## src/rtl/bt656_pkg.sv

```systemverilog
// Shared BT.656 constants and helpers: timing-reference preamble, blanking codes,
// XY protection word and reserved-code clamp. Used by both encoder and decoder.
package bt656_pkg;

    localparam logic [7:0]  PREAMBLE_FF = 8'hFF;
    localparam logic [7:0]  PREAMBLE_00 = 8'h00;
    localparam logic [7:0]  BLANK_C     = 8'h80;
    localparam logic [7:0]  BLANK_Y     = 8'h10;
    localparam logic [15:0] BLACK_PIXEL = {BLANK_Y, BLANK_C};

    // What the current byte slot carries.
    typedef enum logic [1:0] {
        KindBlank,
        KindCode,
        KindPixel
    } byte_kind_e;

    function automatic logic [7:0] xy_code(input logic f, input logic v, input logic h);
        return {1'b1, f, v, h, v ^ h, f ^ h, f ^ v, f ^ v ^ h};
    endfunction

    // 00 and FF are reserved for timing references.
    function automatic logic [7:0] clamp_video(input logic [7:0] b);
        logic [7:0] r;
        r = b;
        if (b == 8'h00) r = 8'h01;
        if (b == 8'hFF) r = 8'hFE;
        return r;
    endfunction

endpackage

```

## src/rtl/bt656_encoder_if.sv

```systemverilog
// Pixel-FIFO pull side and BT.656 output side of the encoder.
interface bt656_encoder_if;

    logic [15:0] pix_data;
    logic        pix_empty;
    logic        pix_rd;
    logic [7:0]  bt_data;
    logic        field;
    logic        v_blank;
    logic        h_blank;
    logic        underrun;

    modport master (
        input  pix_data, pix_empty,
        output pix_rd, bt_data, field, v_blank, h_blank, underrun
    );

    modport slave (
        output pix_data, pix_empty,
        input  pix_rd, bt_data, field, v_blank, h_blank, underrun
    );

endinterface

```

## src/rtl/bt656_timing.sv

```systemverilog
// Byte/line raster counters for a 525-line BT.656 frame, plus per-byte classification
// (code/blank/pixel), F/V bits and the pixel fetch strobe.
module bt656_timing
    import bt656_pkg::*;
#(
    parameter int unsigned LINE_BYTES   = 1716,
    parameter int unsigned ACTIVE_BYTES = 1440,
    parameter int unsigned LINES        = 525,
    parameter int unsigned F1_START     = 4,
    parameter int unsigned F2_START     = 266,
    parameter int unsigned VA_END       = 19,
    parameter int unsigned VB_START     = 264,
    parameter int unsigned VB_END       = 282
) (
    input  logic       clk,
    input  logic       reset,
    output byte_kind_e o_kind,
    output logic [1:0] o_code_idx,
    output logic       o_code_h,
    output logic       o_odd,
    output logic       o_f,
    output logic       o_v,
    output logic       o_active,
    output logic       o_fetch
);

    localparam int unsigned BW           = $clog2(LINE_BYTES);
    localparam int unsigned LW           = $clog2(LINES + 1);
    localparam int unsigned ACTIVE_START = LINE_BYTES - ACTIVE_BYTES;
    localparam int unsigned SAV_START    = ACTIVE_START - 4;
    localparam int unsigned FETCH_FIRST  = ACTIVE_START - 1;
    localparam int unsigned FETCH_LAST   = LINE_BYTES - 3;
    localparam logic [1:0]  SAV_PHASE    = 2'(SAV_START % 4);
    localparam logic        FETCH_PAR    = 1'(FETCH_FIRST % 2);
    localparam logic        ACTIVE_PAR   = 1'(ACTIVE_START % 2);

    logic [BW-1:0] r_byte_cnt;
    logic [LW-1:0] r_line_cnt;
    logic          w_eav;
    logic          w_sav;

    always_ff @(posedge clk) begin
        if (reset) begin
            r_byte_cnt <= '0;
            r_line_cnt <= LW'(1);
        end else if (r_byte_cnt == BW'(LINE_BYTES - 1)) begin
            r_byte_cnt <= '0;
            r_line_cnt <= (r_line_cnt == LW'(LINES)) ? LW'(1) : r_line_cnt + 1'b1;
        end else begin
            r_byte_cnt <= r_byte_cnt + 1'b1;
        end
    end

    always_comb begin
        w_eav      = r_byte_cnt < BW'(4);
        w_sav      = (r_byte_cnt >= BW'(SAV_START)) && (r_byte_cnt < BW'(ACTIVE_START));
        o_active   = r_byte_cnt >= BW'(ACTIVE_START);
        o_f        = !((r_line_cnt >= LW'(F1_START)) && (r_line_cnt < LW'(F2_START)));
        o_v        = (r_line_cnt <= LW'(VA_END)) ||
                     ((r_line_cnt >= LW'(VB_START)) && (r_line_cnt <= LW'(VB_END)));
        o_code_h   = w_eav;
        o_code_idx = w_eav ? r_byte_cnt[1:0] : r_byte_cnt[1:0] - SAV_PHASE;
        // One fetch per pixel, one byte ahead of its chroma slot.
        o_fetch    = !o_v && (r_byte_cnt >= BW'(FETCH_FIRST)) &&
                     (r_byte_cnt <= BW'(FETCH_LAST)) && (r_byte_cnt[0] == FETCH_PAR);
        o_kind     = KindBlank;
        o_odd      = r_byte_cnt[0];
        if (w_eav || w_sav) begin
            o_kind = KindCode;
        end else if (o_active && !o_v) begin
            o_kind = KindPixel;
            o_odd  = r_byte_cnt[0] ^ ACTIVE_PAR;
        end
    end

endmodule

```

## src/rtl/bt656_encoder.sv

```systemverilog
// BT.656 525-line byte-stream generator: EAV/SAV codes, blanking fill and Cb-Y-Cr-Y
// active video pulled from a show-ahead pixel FIFO, with sticky underrun flag.
module bt656_encoder
    import bt656_pkg::*;
#(
    parameter int unsigned LINE_BYTES   = 1716,
    parameter int unsigned ACTIVE_BYTES = 1440,
    parameter int unsigned LINES        = 525,
    parameter int unsigned F1_START     = 4,
    parameter int unsigned F2_START     = 266,
    parameter int unsigned VA_END       = 19,
    parameter int unsigned VB_START     = 264,
    parameter int unsigned VB_END       = 282
) (
    input logic             clk,
    input logic             reset,
    bt656_encoder_if.master io_vid
);

    byte_kind_e  w_kind;
    logic [1:0]  w_code_idx;
    logic        w_code_h;
    logic        w_odd;
    logic        w_f;
    logic        w_v;
    logic        w_active;
    logic        w_fetch;
    logic [7:0]  w_byte;

    logic [15:0] r_pix;
    logic [7:0]  r_bt_data;
    logic        r_field;
    logic        r_v_blank;
    logic        r_h_blank;
    logic        r_underrun;

    bt656_timing #(
        .LINE_BYTES  (LINE_BYTES),
        .ACTIVE_BYTES(ACTIVE_BYTES),
        .LINES       (LINES),
        .F1_START    (F1_START),
        .F2_START    (F2_START),
        .VA_END      (VA_END),
        .VB_START    (VB_START),
        .VB_END      (VB_END)
    ) u_timing (
        .clk       (clk),
        .reset     (reset),
        .o_kind    (w_kind),
        .o_code_idx(w_code_idx),
        .o_code_h  (w_code_h),
        .o_odd     (w_odd),
        .o_f       (w_f),
        .o_v       (w_v),
        .o_active  (w_active),
        .o_fetch   (w_fetch)
    );

    always_comb begin
        w_byte = BLANK_Y;
        unique case (w_kind)
            KindCode: begin
                case (w_code_idx)
                    2'd0:    w_byte = PREAMBLE_FF;
                    2'd3:    w_byte = xy_code(w_f, w_v, w_code_h);
                    default: w_byte = PREAMBLE_00;
                endcase
            end
            KindPixel: w_byte = clamp_video(w_odd ? r_pix[15:8] : r_pix[7:0]);
            default:   w_byte = w_odd ? BLANK_Y : BLANK_C;
        endcase
    end

    always_ff @(posedge clk) begin
        if (reset) begin
            r_pix      <= BLACK_PIXEL;
            r_bt_data  <= BLANK_Y;
            r_field    <= 1'b1;
            r_v_blank  <= 1'b1;
            r_h_blank  <= 1'b1;
            r_underrun <= 1'b0;
        end else begin
            r_bt_data <= w_byte;
            r_field   <= w_f;
            r_v_blank <= w_v;
            r_h_blank <= !w_active;
            // An empty FIFO yields a black pixel; the raster never waits.
            if (w_fetch) begin
                r_pix <= io_vid.pix_empty ? BLACK_PIXEL : io_vid.pix_data;
                if (io_vid.pix_empty) r_underrun <= 1'b1;
            end
        end
    end

    assign io_vid.pix_rd   = w_fetch && !io_vid.pix_empty && !reset;
    assign io_vid.bt_data  = r_bt_data;
    assign io_vid.field    = r_field;
    assign io_vid.v_blank  = r_v_blank;
    assign io_vid.h_blank  = r_h_blank;
    assign io_vid.underrun = r_underrun;

endmodule

```

## src/flat_wrapper.sv

```systemverilog
// flat-port wrapper written by rule: the top's interface ports become plain ports
module bt656_encoder_flat import bt656_pkg::*;
#(
    parameter int unsigned LINE_BYTES   = 1716,
    parameter int unsigned ACTIVE_BYTES = 1440,
    parameter int unsigned LINES        = 525,
    parameter int unsigned F1_START     = 4,
    parameter int unsigned F2_START     = 266,
    parameter int unsigned VA_END       = 19,
    parameter int unsigned VB_START     = 264,
    parameter int unsigned VB_END       = 282
)
  (clk, reset, io_vid_pix_data, io_vid_pix_empty, io_vid_pix_rd, io_vid_bt_data, io_vid_field, io_vid_v_blank, io_vid_h_blank, io_vid_underrun);
  bt656_encoder_if io_vid_i ();
  input logic clk;
  input logic reset;
  input wire logic [$bits(io_vid_i.pix_data)-1:0] io_vid_pix_data;
  input wire logic [$bits(io_vid_i.pix_empty)-1:0] io_vid_pix_empty;
  output wire logic [$bits(io_vid_i.pix_rd)-1:0] io_vid_pix_rd;
  output wire logic [$bits(io_vid_i.bt_data)-1:0] io_vid_bt_data;
  output wire logic [$bits(io_vid_i.field)-1:0] io_vid_field;
  output wire logic [$bits(io_vid_i.v_blank)-1:0] io_vid_v_blank;
  output wire logic [$bits(io_vid_i.h_blank)-1:0] io_vid_h_blank;
  output wire logic [$bits(io_vid_i.underrun)-1:0] io_vid_underrun;
  assign io_vid_i.pix_data = io_vid_pix_data;
  assign io_vid_i.pix_empty = io_vid_pix_empty;
  assign io_vid_pix_rd = io_vid_i.pix_rd;
  assign io_vid_bt_data = io_vid_i.bt_data;
  assign io_vid_field = io_vid_i.field;
  assign io_vid_v_blank = io_vid_i.v_blank;
  assign io_vid_h_blank = io_vid_i.h_blank;
  assign io_vid_underrun = io_vid_i.underrun;
  bt656_encoder #(.LINE_BYTES(LINE_BYTES), .ACTIVE_BYTES(ACTIVE_BYTES), .LINES(LINES), .F1_START(F1_START), .F2_START(F2_START), .VA_END(VA_END), .VB_START(VB_START), .VB_END(VB_END)) u_core (.clk(clk), .reset(reset), .io_vid(io_vid_i));
endmodule
```

## config.mk

```make
export PLATFORM = sky130hd
export DESIGN_NAME = bt656_encoder_flat
export DESIGN_NICKNAME = d
export VERILOG_FILES = /design/src/rtl/bt656_pkg.sv /design/src/rtl/bt656_encoder_if.sv /design/src/rtl/bt656_timing.sv /design/src/rtl/bt656_encoder.sv /design/src/flat_wrapper.sv
export SDC_FILE = /design/constraint.sdc
export NUM_CORES = 1
export LEC_CHECK = 0
export ABC_CLOCK_PERIOD_IN_PS = 2800
export CORE_MARGIN = 2
export CORE_UTILIZATION = 40
export CTS_BUF_LIST = sky130_fd_sc_hd__clkbuf_4 sky130_fd_sc_hd__clkbuf_8
export CTS_CLUSTER_DIAMETER = 200
export CTS_CLUSTER_SIZE = 12
export DETAILED_ROUTE_END_ITERATION = 16
export MAX_ROUTING_LAYER = met4
export PLACE_DENSITY = 0.7
export SLEW_MARGIN = 10
export SYNTH_ARGS = -nofsm -noshare
export SYNTH_HDL_FRONTEND = slang
export SYNTH_SLANG_ARGS = --single-unit
```

## constraint.sdc

```tcl
create_clock -name clk -period 2.8 [get_ports clk]
set_input_delay 0.56 -clock clk [delete_from_list [all_inputs] [get_ports clk]]
set_output_delay 0.56 -clock clk [all_outputs]
set_load 0.01 [all_outputs]
```

== Yosys cells after proc, flatten, opt, wreduce, memory -nomap -nowiden ==
Cells that the tools add are included.

* Bits in registers: 49
* Latch bits: 0
* Bits in writable memories: 0
* ROM bits: 0
* Output and inout bits: 13
* Logic and storage cells: 61
* Memories kept: 0

* $add $sub $neg: 2
* Multiply operators: 0
* Div/mod/pow operators: 0
* Magnitude comparators: 11
* Eq/ne operators: 6
* Shift-type cells: 0
* Mux-type cells: 10
* Bitwise gates (word level): 4
* Reductions and logical operators: 20

{| class="wikitable"
|+ Operators with widths
! cell !! number
|-
| $ge 11x9->1 const B || 3
|-
| $mux 8 || 4
|-
| $pmux 8 s2 || 2
|-
| $mux 16 || 1
|-
| $add 11x1->11 const B || 1
|-
| $eq 11x11->1 const B || 1
|-
| $le 11x11->1 const B || 1
|-
| $lt 11x3->1 const B || 1
|-
| $lt 11x9->1 const B || 1
|-
| $add 10x1->10 const B || 1
|-
| $eq 10x10->1 const B || 1
|-
| $ge 10x3->1 const B || 1
|-
| $ge 10x9->1 const B || 1
|-
| $le 10x5->1 const B || 1
|-
| $le 10x9->1 const B || 1
|-
| $lt 10x9->1 const B || 1
|-
| $mux 10 || 1
|-
| $logic_and 1x1->1 || 9
|-
| $eq 8x8->1 const B || 1
|-
| $logic_not 8->1 || 1
|-
| $logic_not 1->1 || 5
|-
| $eq 2x2->1 const B || 2
|-
| $mux 2 || 2
|-
| $xor 1x1->1 || 4
|-
| other kinds (5) || 6
|}

== Longest topological paths before layout ==
Gate-level depths: netlist of the first run.

* Depth in word-level cells: 9
* Gate-level depth with buffers: 9

== Cells and area by module ==
From an unflattened synthesis of the first run, not the netlist that was laid out.

* Cell total of the unflattened synthesis: 279
* Area total of the unflattened synthesis: 2523.7 um^2

{| class="wikitable"
|+ By module, submodules not included
! module !! times used !! cells each !! area an instance (um^2) !! sequential area each (um^2)
|-
| bt656_timing || 1 || 158 || 1296.2 || 420.4
|-
| bt656_encoder || 1 || 121 || 1227.4 || 560.5
|}

== Worst setup path before layout of the first run ==
OpenSTA, ideal clock, no wires.

* Path kind: register to output
* From: register u_core.u_timing.r_byte_cnt[0]
* To: output io_vid_pix_rd
* Arrival: 1.810 ns
* Path slack: 0.430 ns
* Cell stages (with the launch flop): 8
* Buffers on the path: 2
* Cell sequence: dfxtp_1 -> clkbuf_1 -> o21bai_1 -> a21oi_1 -> o311ai_0 -> nand3_1 -> nor3_2 -> buf_4

* Cells in the longest elaborated chain, start to end: 6
* Elaborated cells on any way between the ends: 7

{| class="wikitable"
|+ Ends and longest elaborated chain
! element !! line !! text
|-
| start, declared || bt656_timing.sv:37 || <nowiki>logic [BW-1:0] r_byte_cnt;</nowiki>
|-
| start signal, assigned || bt656_timing.sv:50 || <nowiki>r_byte_cnt <= r_byte_cnt + 1'b1;</nowiki>
|-
| $ge 11x9->1 || bt656_timing.sv:64 || <nowiki>o_fetch = !o_v && (r_byte_cnt >= BW'(FETCH_FIRST)) &&</nowiki>
|-
| $logic_and 1x1->1 (2 in a row) || bt656_timing.sv:64 ||
|-
| $logic_and 1x1->1 (*) || bt656_timing.sv:65 || <nowiki>(r_byte_cnt <= BW'(FETCH_LAST)) && (r_byte_cnt[0] == FETCH_PAR);</nowiki>
|-
| $logic_and 1x1->1 (*) (2 in a row) || bt656_encoder.sv:95 || <nowiki>assign io_vid.pix_rd = w_fetch && !io_vid.pix_empty && !reset;</nowiki>
|-
| end, declared || flat_wrapper.sv:19 || <nowiki>output wire logic [$bits(io_vid_i.pix_rd)-1:0] io_vid_pix_rd;</nowiki>
|}

Every way passes the cells marked *; elsewhere a longest branch is shown, timed or not.

== Worst setup path after layout of the first run ==
Ends and elaborated chain as after synthesis.

==> results of run 1 <==
[worst max-delay path: stages, from the launching register on]
cell and delay [ps]:
dfxtp_2 390, ha_1 150, o21bai_1 110, a21oi_1 100
o311ai_2 340, nand3_1 140, nor3_2 220, dlygate4sd2_1 310
[cells in the mapped netlist (all sizes together), types with 2 or more instances]
cell	instances
dfxtp	49
nor2	37
a21oi	15
nand2	14
a22o	12
nand3	11
xor2	11
inv	9
xnor2	8
nor3	7
buf	6
ha	6
nand4	6
or2	6
and2	5
clkbuf	5
nand2b	5
mux2	4
mux2i	4
o21ai	4
a21o	3
or3b	3
a211oi	2
a31o	2
a31oi	2
a32oi	2
nand3b	2
or3	2
or4	2
[per-stage QoR]
step / setup WS (ps) / instance area (µm²) / utilization [%] / instances
CTS: 55.5 / 2940 / 50.2 / 381
finish: 172 / 2940 / 50.2 / 381
global route: 30.7 / 2940 / 50.2 / 381
detailed placement: -64.9 / 2840 / 48.5 / 373
floorplan: 430 / 2400 / - / 265
global placement: -30.5 / 2840 / 48.5 / 373
[kinds of logic (layout without fill, tap and decap cells)]
group           after synthesis  after routing  synth area share [%]
compound gates               57             57                  17.4
fa+ha+maj                     6              6                  3.13
mux                           8              8                  3.55
xor+xnor                     20             20                  7.87
buf+inv                      20             61                  4.07
flops                        49             49                  40.9
simple gates                105            105                  23.1
[where the power goes]
group | switching [mW] | internal [mW] | total [mW]
logic | 0.0807 | 0.0912 | 0.172
clock network | 0.231 | 0.173 | 0.404
registers | 0.00598 | 0.715 | 0.721
total | 0.318 | 0.979 | 1.30
[worst max path at each step]
stage                               end  cells after the start                          start  slack, ps
after floorplan           io_vid_pix_rd                      7  u_core.u_timing.r_byte_cnt[0]        430
after global placement    io_vid_pix_rd                      7  u_core.u_timing.r_byte_cnt[0]        -30
after detailed placement  io_vid_pix_rd                      7  u_core.u_timing.r_byte_cnt[0]        -60
after CTS                 io_vid_pix_rd                      8  u_core.u_timing.r_byte_cnt[1]         60
after global routing      io_vid_pix_rd                      6  u_core.u_timing.r_line_cnt[8]         30
final                     io_vid_pix_rd                      7  u_core.u_timing.r_byte_cnt[0]        170
[layout make-up]
class | instances | area, µm²
clock buffer | 5 | 68.8
clock inverter | 3 | 17.5
fill | 560 | 2910
inverter | 9 | 33.8
multi-input combinational | 196 | 1340
sequential | 49 | 982
tap | 75 | 93.8
timing repair buffer | 44 | 407
[flip-flops by register name, summed over array words and instances (netlist names)]
signal	flops
u_core.r_pix	16
u_core.u_timing.r_byte_cnt	11
u_core.u_timing.r_line_cnt	10
u_core.io_vid.bt_data	8
u_core.io_vid.field	1
u_core.io_vid.h_blank	1
u_core.io_vid.underrun	1
u_core.io_vid.v_blank	1
[metal layers]
| layer | global-route usage, % | routed length [µm] |
|---|---|---|
| met5 | - | 0 |
| met4 | 6.78 | 93 |
| met2 | 24.4 | 2260 |
| met1 | 22.4 | 2530 |
| met3 | 3.08 | 170 |
[repair_timing]
action | CTS | global route
endpoints found under the setup margin | 1 | 1
pin swaps | 1 | 1
resized for setup | 6 | 1
hold buffers | 0 | 0
==> qor.csv, run 1 <==
stage,metric,value,unit
setup_path,cp_max_fo,6,
route,drc,0,
placed_design,port_buffers,31,
setup_path,crit_path_start_kind,flip-flop,
grt,grt_use_total,16.6,%
synthesis,syn_area_per_cell,9.06,µm²
synthesis,ys_seq_area_share,40.9,%
setup_path,reg2reg_from,u_core.u_timing.r_byte_cnt[1],
synthesis,synthTopCellsByArea,"dfxtp_1 41%, nor2_1 5.8%, a22o_1 4.4%",
placed_design,place.gp.congestion,0.871,
route,finalWirelength,5060,µm
sta,tightest_slew,522,ps
power,pwr_density_cell,441,nW/µm²
final_layout,area_growth,22.4,%
power,power,1.30,mW
setup_path,worstSetupPathType,reg2out,
clock_network,cts_sinks,49,
die,die_h,81.5,µm
power,leakagePower,1.13,nW
route,avgRoutedWirePerCell,13.3,µm
die,io_pins,32,
min_path,min-delay-start,u_core.r_pix[7],
sta,slew_headroom,65.0,%
run,max_cap_violations,0,
sta,fin_crit_sh,93.9,%
clock_network,numCtsBuffers,5,
synthesis,synth_seq_cells,49,
sta,fmax,381,MHz
grt,grt_first_pass_wirelength,8370,µm
final_layout,final_common_cell,dfxtp_1,
clock_network,cts-root-buf,clkbuf_8,
min_path,min_path_cells,2,
setup_path,reg2reg_depth,11,
route,vias_per_cell,5.15,
synthesis,ys_types,57,
synthesis,syn_nets,290,
clock_network,path_clk_slew,100,ps
die,initial_core_util,41.0,%
setup_path,r2r-end,u_core.u_timing.r_line_cnt[6],
min_path,hp-class,reg2reg,
route,ant_nets,0,
setup_path,end_kind,primary output,
sta,rsz0062_at_grt,false,
sta,fin_worst_skew,15.0,ps
clock_network,clock_latency,310,ps
sta,setup_violations,0,
route,first_pass_iters,4,
setup_path,r2r_slack,400,ps
clock_network,cts_setup_buffers,0,
synthesis,synth_area,2400,µm²
power,ir_drop,0.000299,V
synthesis,yosysTopAreaCell,dfxtp_1,
synthesis,synthCells,265,
outcome,status,"complete, no violations",
synthesis,async_reset_ff_share,0,%
clock_network,h-tree-depth,2,
sta,slew_violations,0,
clock_network,cts_tree,yes,
sta,period_minus_slack,2630,ps
sta,hold_viol,0,
die,core_region_area,5850,µm²
final_layout,nets,330,
setup_path,arrival,2070,ps
synthesis,synth.top_cell.area_share,40.9,%
die,fp.dieW,81.5,µm
grt,overflow,0,
die,dieArea,6630,µm²
clock_network,cts.path.max_buffers,2,
sta,fin_setup_tns,0,ps
grt,grt_pass1_vias,1848,
sta,worst_hold_slack,478,ps
grt,grt_max_degree,17,
setup_path,critPathRequiredTime,2240,ps
grt,antenna_found_initial,0,
die,core.rowCount,28,
final_layout,final_cell_mix,"48 x dfxtp_1, 37 x nor2_1, 30 x clkdlybuf4s50_1",
final_layout,drive_above_1_share,14.4,%
placed_design,hpwl,3750,µm
min_path,hold_path_end,u_core.r_pix[7],
synthesis,yosysWarnings,0,
synthesis,dominantRegCellSynth,dfxtp_1,
synthesis,synth-edff-count,0,
final_layout,n_antenna_cell,0,
route,drt-initial-drc-count,68,
route,vias,1962,
(Power assumes the default switching activity.)
==> run 2: changes to the inputs <==
--- a/config.mk
+++ b/config.mk
@@ -5,6 +5,7 @@
 export SDC_FILE = /design/constraint.sdc
 export NUM_CORES = 1
 export LEC_CHECK = 0
+export ABC_AREA = 1
 export ABC_CLOCK_PERIOD_IN_PS = 2800
 export CORE_MARGIN = 2
 export CORE_UTILIZATION = 40
@@ -13,7 +14,7 @@
 export CTS_CLUSTER_SIZE = 12
 export DETAILED_ROUTE_END_ITERATION = 16
 export MAX_ROUTING_LAYER = met4
-export PLACE_DENSITY = 0.7
+export PLACE_DENSITY = 0.69
 export SLEW_MARGIN = 10
 export SYNTH_ARGS = -nofsm -noshare
 export SYNTH_HDL_FRONTEND = slang
==> constraint.sdc (replaced) <==
create_clock -name clk -period 2.8 [get_ports clk]
set_input_delay 0.7 -clock clk [delete_from_list [all_inputs] [get_ports clk]]
set_output_delay 0.7 -clock clk [all_outputs]
set_load 0.01 [all_outputs]
==> run 2 against run 1 <==
  * Die area is 10% higher
  * Count of clock-buffer cells in the layout up 1
  * Clock skew down 7.6 ps
  * Clock power is 7.4% higher
  * Final area grew 8.7%
  * Combinational power down 9%
  * Synthesized area is 11% higher
  * Non-clock buffer count fell by 3
  * Setup slack better by 41 ps
  * Fmax increased by 1.6%
  * Register-to-register slack improved by 430 ps
  * Critical endpoint unchanged
  * Largest cell class unchanged
==> qor.csv, run 2 <==
stage,metric,value,unit
route,first_pass_iters,4,
die,die_h,85.5,µm
final_layout,regMostFlops,u_core.r_pix,
synthesis,yosysWarnings,0,
clock_network,numCtsBuffers,5,
route,finalWirelength,6130,µm
placed_design,hpwl,4690,µm
sta,fin_setup_tns,0,ps
power,comb_power_share,11.9,%
final_layout,n_antenna_cell,0,
sta,hold_viol,0,
final_layout,drive_above_1_share,12.8,%
sta,tightest_slew,426,ps
setup_path,reg2reg_depth,10,
die,io_pins,32,
synthesis,synth.most_common_cell,nand2_1,
clock_network,clock_latency,310,ps
clock_network,cts_hold_buf,0,
synthesis,synthCells,391,
setup_path,cp_max_fo,4,
route,drc,0,
placed_design,place.gp.congestion,0.914,
min_path,hold_path_end,u_core.io_vid.underrun,
synthesis,yosysTopAreaCell,dfxtp_1,
route,vias_per_cell,5.05,
setup_path,end_kind,primary output,
final_layout,largest_register_ffs,16,
synthesis,synthTopCellsByArea,"dfxtp_1 37%, nand2_1 14%, nor2_1 6.6%",
final_layout,final_common_cell,nand2_1,
sta,fin_worst_skew,7.38,ps
final_layout,final_cell_mix,"102 x nand2_1, 47 x nor2_1, 43 x dfxtp_1",
power,switching_share,25.4,%
synthesis,async_reset_ff_share,0,%
power,p_int,977,µW
grt,grt_max_degree,18,
route,avgRoutedWirePerCell,12.1,µm
setup_path,r2r-end,u_core.u_timing.r_byte_cnt[8],
synthesis,synth_area,2660,µm²
synthesis,synth.top_cell.area_share,36.9,%
route,ant_nets,0,
die,core.rowCount,29,
setup_path,worstSetupPathType,reg2out,
grt,overflow,0,
grt,antenna_found_initial,0,
setup_path,arrival,1890,ps
clock_network,cts_tree,yes,
clock_network,path_clk_slew,100,ps
power,ir_drop,0.000229,V
grt,grt-busiest-layer,met2,
grt,grt_use_met1,23.4,%
min_path,hp-class,reg2reg,
synthesis,ys_seq_area_share,36.9,%
die,core_region_area,6390,µm²
sta,fmax,387,MHz
power,switching_power,333,µW
route,drt-initial-drc-count,135,
clock_network,h-tree-depth,2,
sta,slew_violations,0,
synthesis,synth_commonest_cells,"102 x nand2_1, 49 x dfxtp_1, 47 x nor2_1",
final_layout,top_regs,"u_core.r_pix x16, u_core.u_timing.r_byte_cnt x11, u_core.u_timing.r_line_cnt x10",
outcome,status,"complete, no violations",
grt,met3_usage,3.37,%
min_path,min_path_cells,2,
placed_design,port_buffers,31,
grt,grt_first_pass_wirelength,10000,µm
synthesis,dominantRegCellSynth,dfxtp_1,
run,max_cap_violations,0,
setup_path,r2r_slack,830,ps
synthesis,synth-edff-count,0,
die,dieArea,7310,µm²
synthesis,syn_area_per_cell,6.80,µm²
final_layout,nets,455,
setup_path,crit_path_start_kind,flip-flop,
clock_network,cts-root-buf,clkbuf_8,
sta,period_minus_slack,2590,ps
synthesis,ys_types,35,
synthesis,synth_seq_cells,49,
die,fp.dieW,85.5,µm
synthesis,syn_nets,416,
setup_path,critPathRequiredTime,2100,ps
clock_network,cts.path.max_buffers,2,
die,initial_core_util,41.6,%
final_layout,area_growth,20.2,%
grt,grt_use_total,17.5,%
placed_design,placed_cell_area,3090,µm²
power,power_frac_clock,33.1,%
power,leakagePower,1.33,nW
clock_network,cts_sinks,49,
sta,rsz0062_at_grt,false,
sta,slew_headroom,71.3,%
route,vias,2567,
grt,grt_pass1_vias,2292,
sta,setup_violations,0,
grt,use_met2,26.4,%
sta,fin_crit_sh,92.4,%
min_path,min-delay-start,u_core.io_vid.underrun,
power,pwr_density_cell,410,nW/µm²
final_layout,fin_area,3190,µm²
power,sequentialPowerShare,55.0,%
setup_path,reg2reg_from,u_core.u_timing.r_byte_cnt[0],
[run 2: cell count changes after synthesis, moves of 6 or more]
| cell | delta |
|---|---|
| a21oi_1 | +9 |
| nand2_1 | +88 |
| a22o_1 | -12 |
| inv_1 | +25 |
| nor2_1 | +10 |
| o21ai_0 | +12 |
| xor2_1 | -6 |
| xnor2_1 | -8 |
| inv_2 | +6 |
| nand3_1 | +23 |
| nor4_1 | +6 |
[run 2: kinds of logic after synthesis]
group	Yosys count	share of synthesized area, %
xor gates and xnor gates	5	1.65
DFF	49	36.9
AOI/OAI and AO/OA	52	11.3
muxes	3	1.13
and+or+nand+nor	226	38.5
buffers and inverters	50	7.67
adders and majority gates	6	2.82
[run 2: power groups by stage]
stage	Clock [mW]	Combinational [mW]	Sequential [mW]
floorplan	0	0.0717	0.744
finish	0.434	0.156	0.720
global placement	0	0.156	0.737
global route	0.471	0.171	0.723
CTS	0.447	0.157	0.721
detailed placement	0	0.156	0.737
[run 2: layer usage]
layer	part of all wire [%]	up-vias
li1	-	1346
met1	50	1159
met2	44	54
met3	3.7	8
met4	1.5	0
met5	0	-
[run 2: worst max-delay path by stage]
stage / startpoint / end / slack [ps]
global route: u_core.u_timing.r_line_cnt[6] / io_vid_pix_rd / 80
CTS: u_core.u_timing.r_line_cnt[6] / io_vid_pix_rd / 200
finish: u_core.u_timing.r_line_cnt[6] / io_vid_pix_rd / 210
detailed placement: io_vid_pix_empty / io_vid_pix_rd / 100
floorplan: reset / io_vid_pix_rd / 610
global placement: io_vid_pix_empty / io_vid_pix_rd / 130
[run 2: final cells by class]
class                           count  area (µm²)
Multi-Input combinational cell    292        1480
Clock buffer                        6        76.3
Tap cell                           77        96.3
Fill cell                         634        3190
Timing Repair Buffer               41         384
Inverter                           41         154
Sequential cell                    49         991
Clock inverter                      2        15.0
[run 2: what timing repair did]
item,4_1_cts,5_1_grt
buffers inserted,0,0
resized for setup,9,0
endpoints found under the setup margin,1,0
[run 2: critical path, cell delays in order (launching register included)]
cell and delay (ps):
dfxtp_1 380, nor2_4 160, nand2_1 70, nor2_1 130
nand2_1 80, a21oi_2 170, nor2_2 70, nand3_4 100
nor2_4 40, nand2_2 70, inv_2 40, dlygate4sd2_1 270
[run 2: per-stage QoR]
stage               worst slack, ps  utilization (%)  instances  hold slack, ps  power [mW]
global placement                125             48.4        500             440       0.892
CTS                             198             50.0        508             461        1.32
floorplan                       612                -        391             442       0.816
detailed placement              101             48.4        500             447       0.893
global route                   78.8             50.0        508             475        1.36
finish                          213             50.0        508             458        1.31
==> run 3: changes to the inputs <==
--- a/config.mk
+++ b/config.mk
@@ -6,12 +6,10 @@
 export NUM_CORES = 1
 export LEC_CHECK = 0
 export ABC_AREA = 1
-export ABC_CLOCK_PERIOD_IN_PS = 2800
 export CORE_MARGIN = 2
 export CORE_UTILIZATION = 40
 export CTS_BUF_LIST = sky130_fd_sc_hd__clkbuf_4 sky130_fd_sc_hd__clkbuf_8
 export CTS_CLUSTER_DIAMETER = 200
-export CTS_CLUSTER_SIZE = 12
 export DETAILED_ROUTE_END_ITERATION = 16
 export MAX_ROUTING_LAYER = met4
 export PLACE_DENSITY = 0.69
==> results of run 3 <==
Final layout, timing and power as in run 2 (identical DEF).
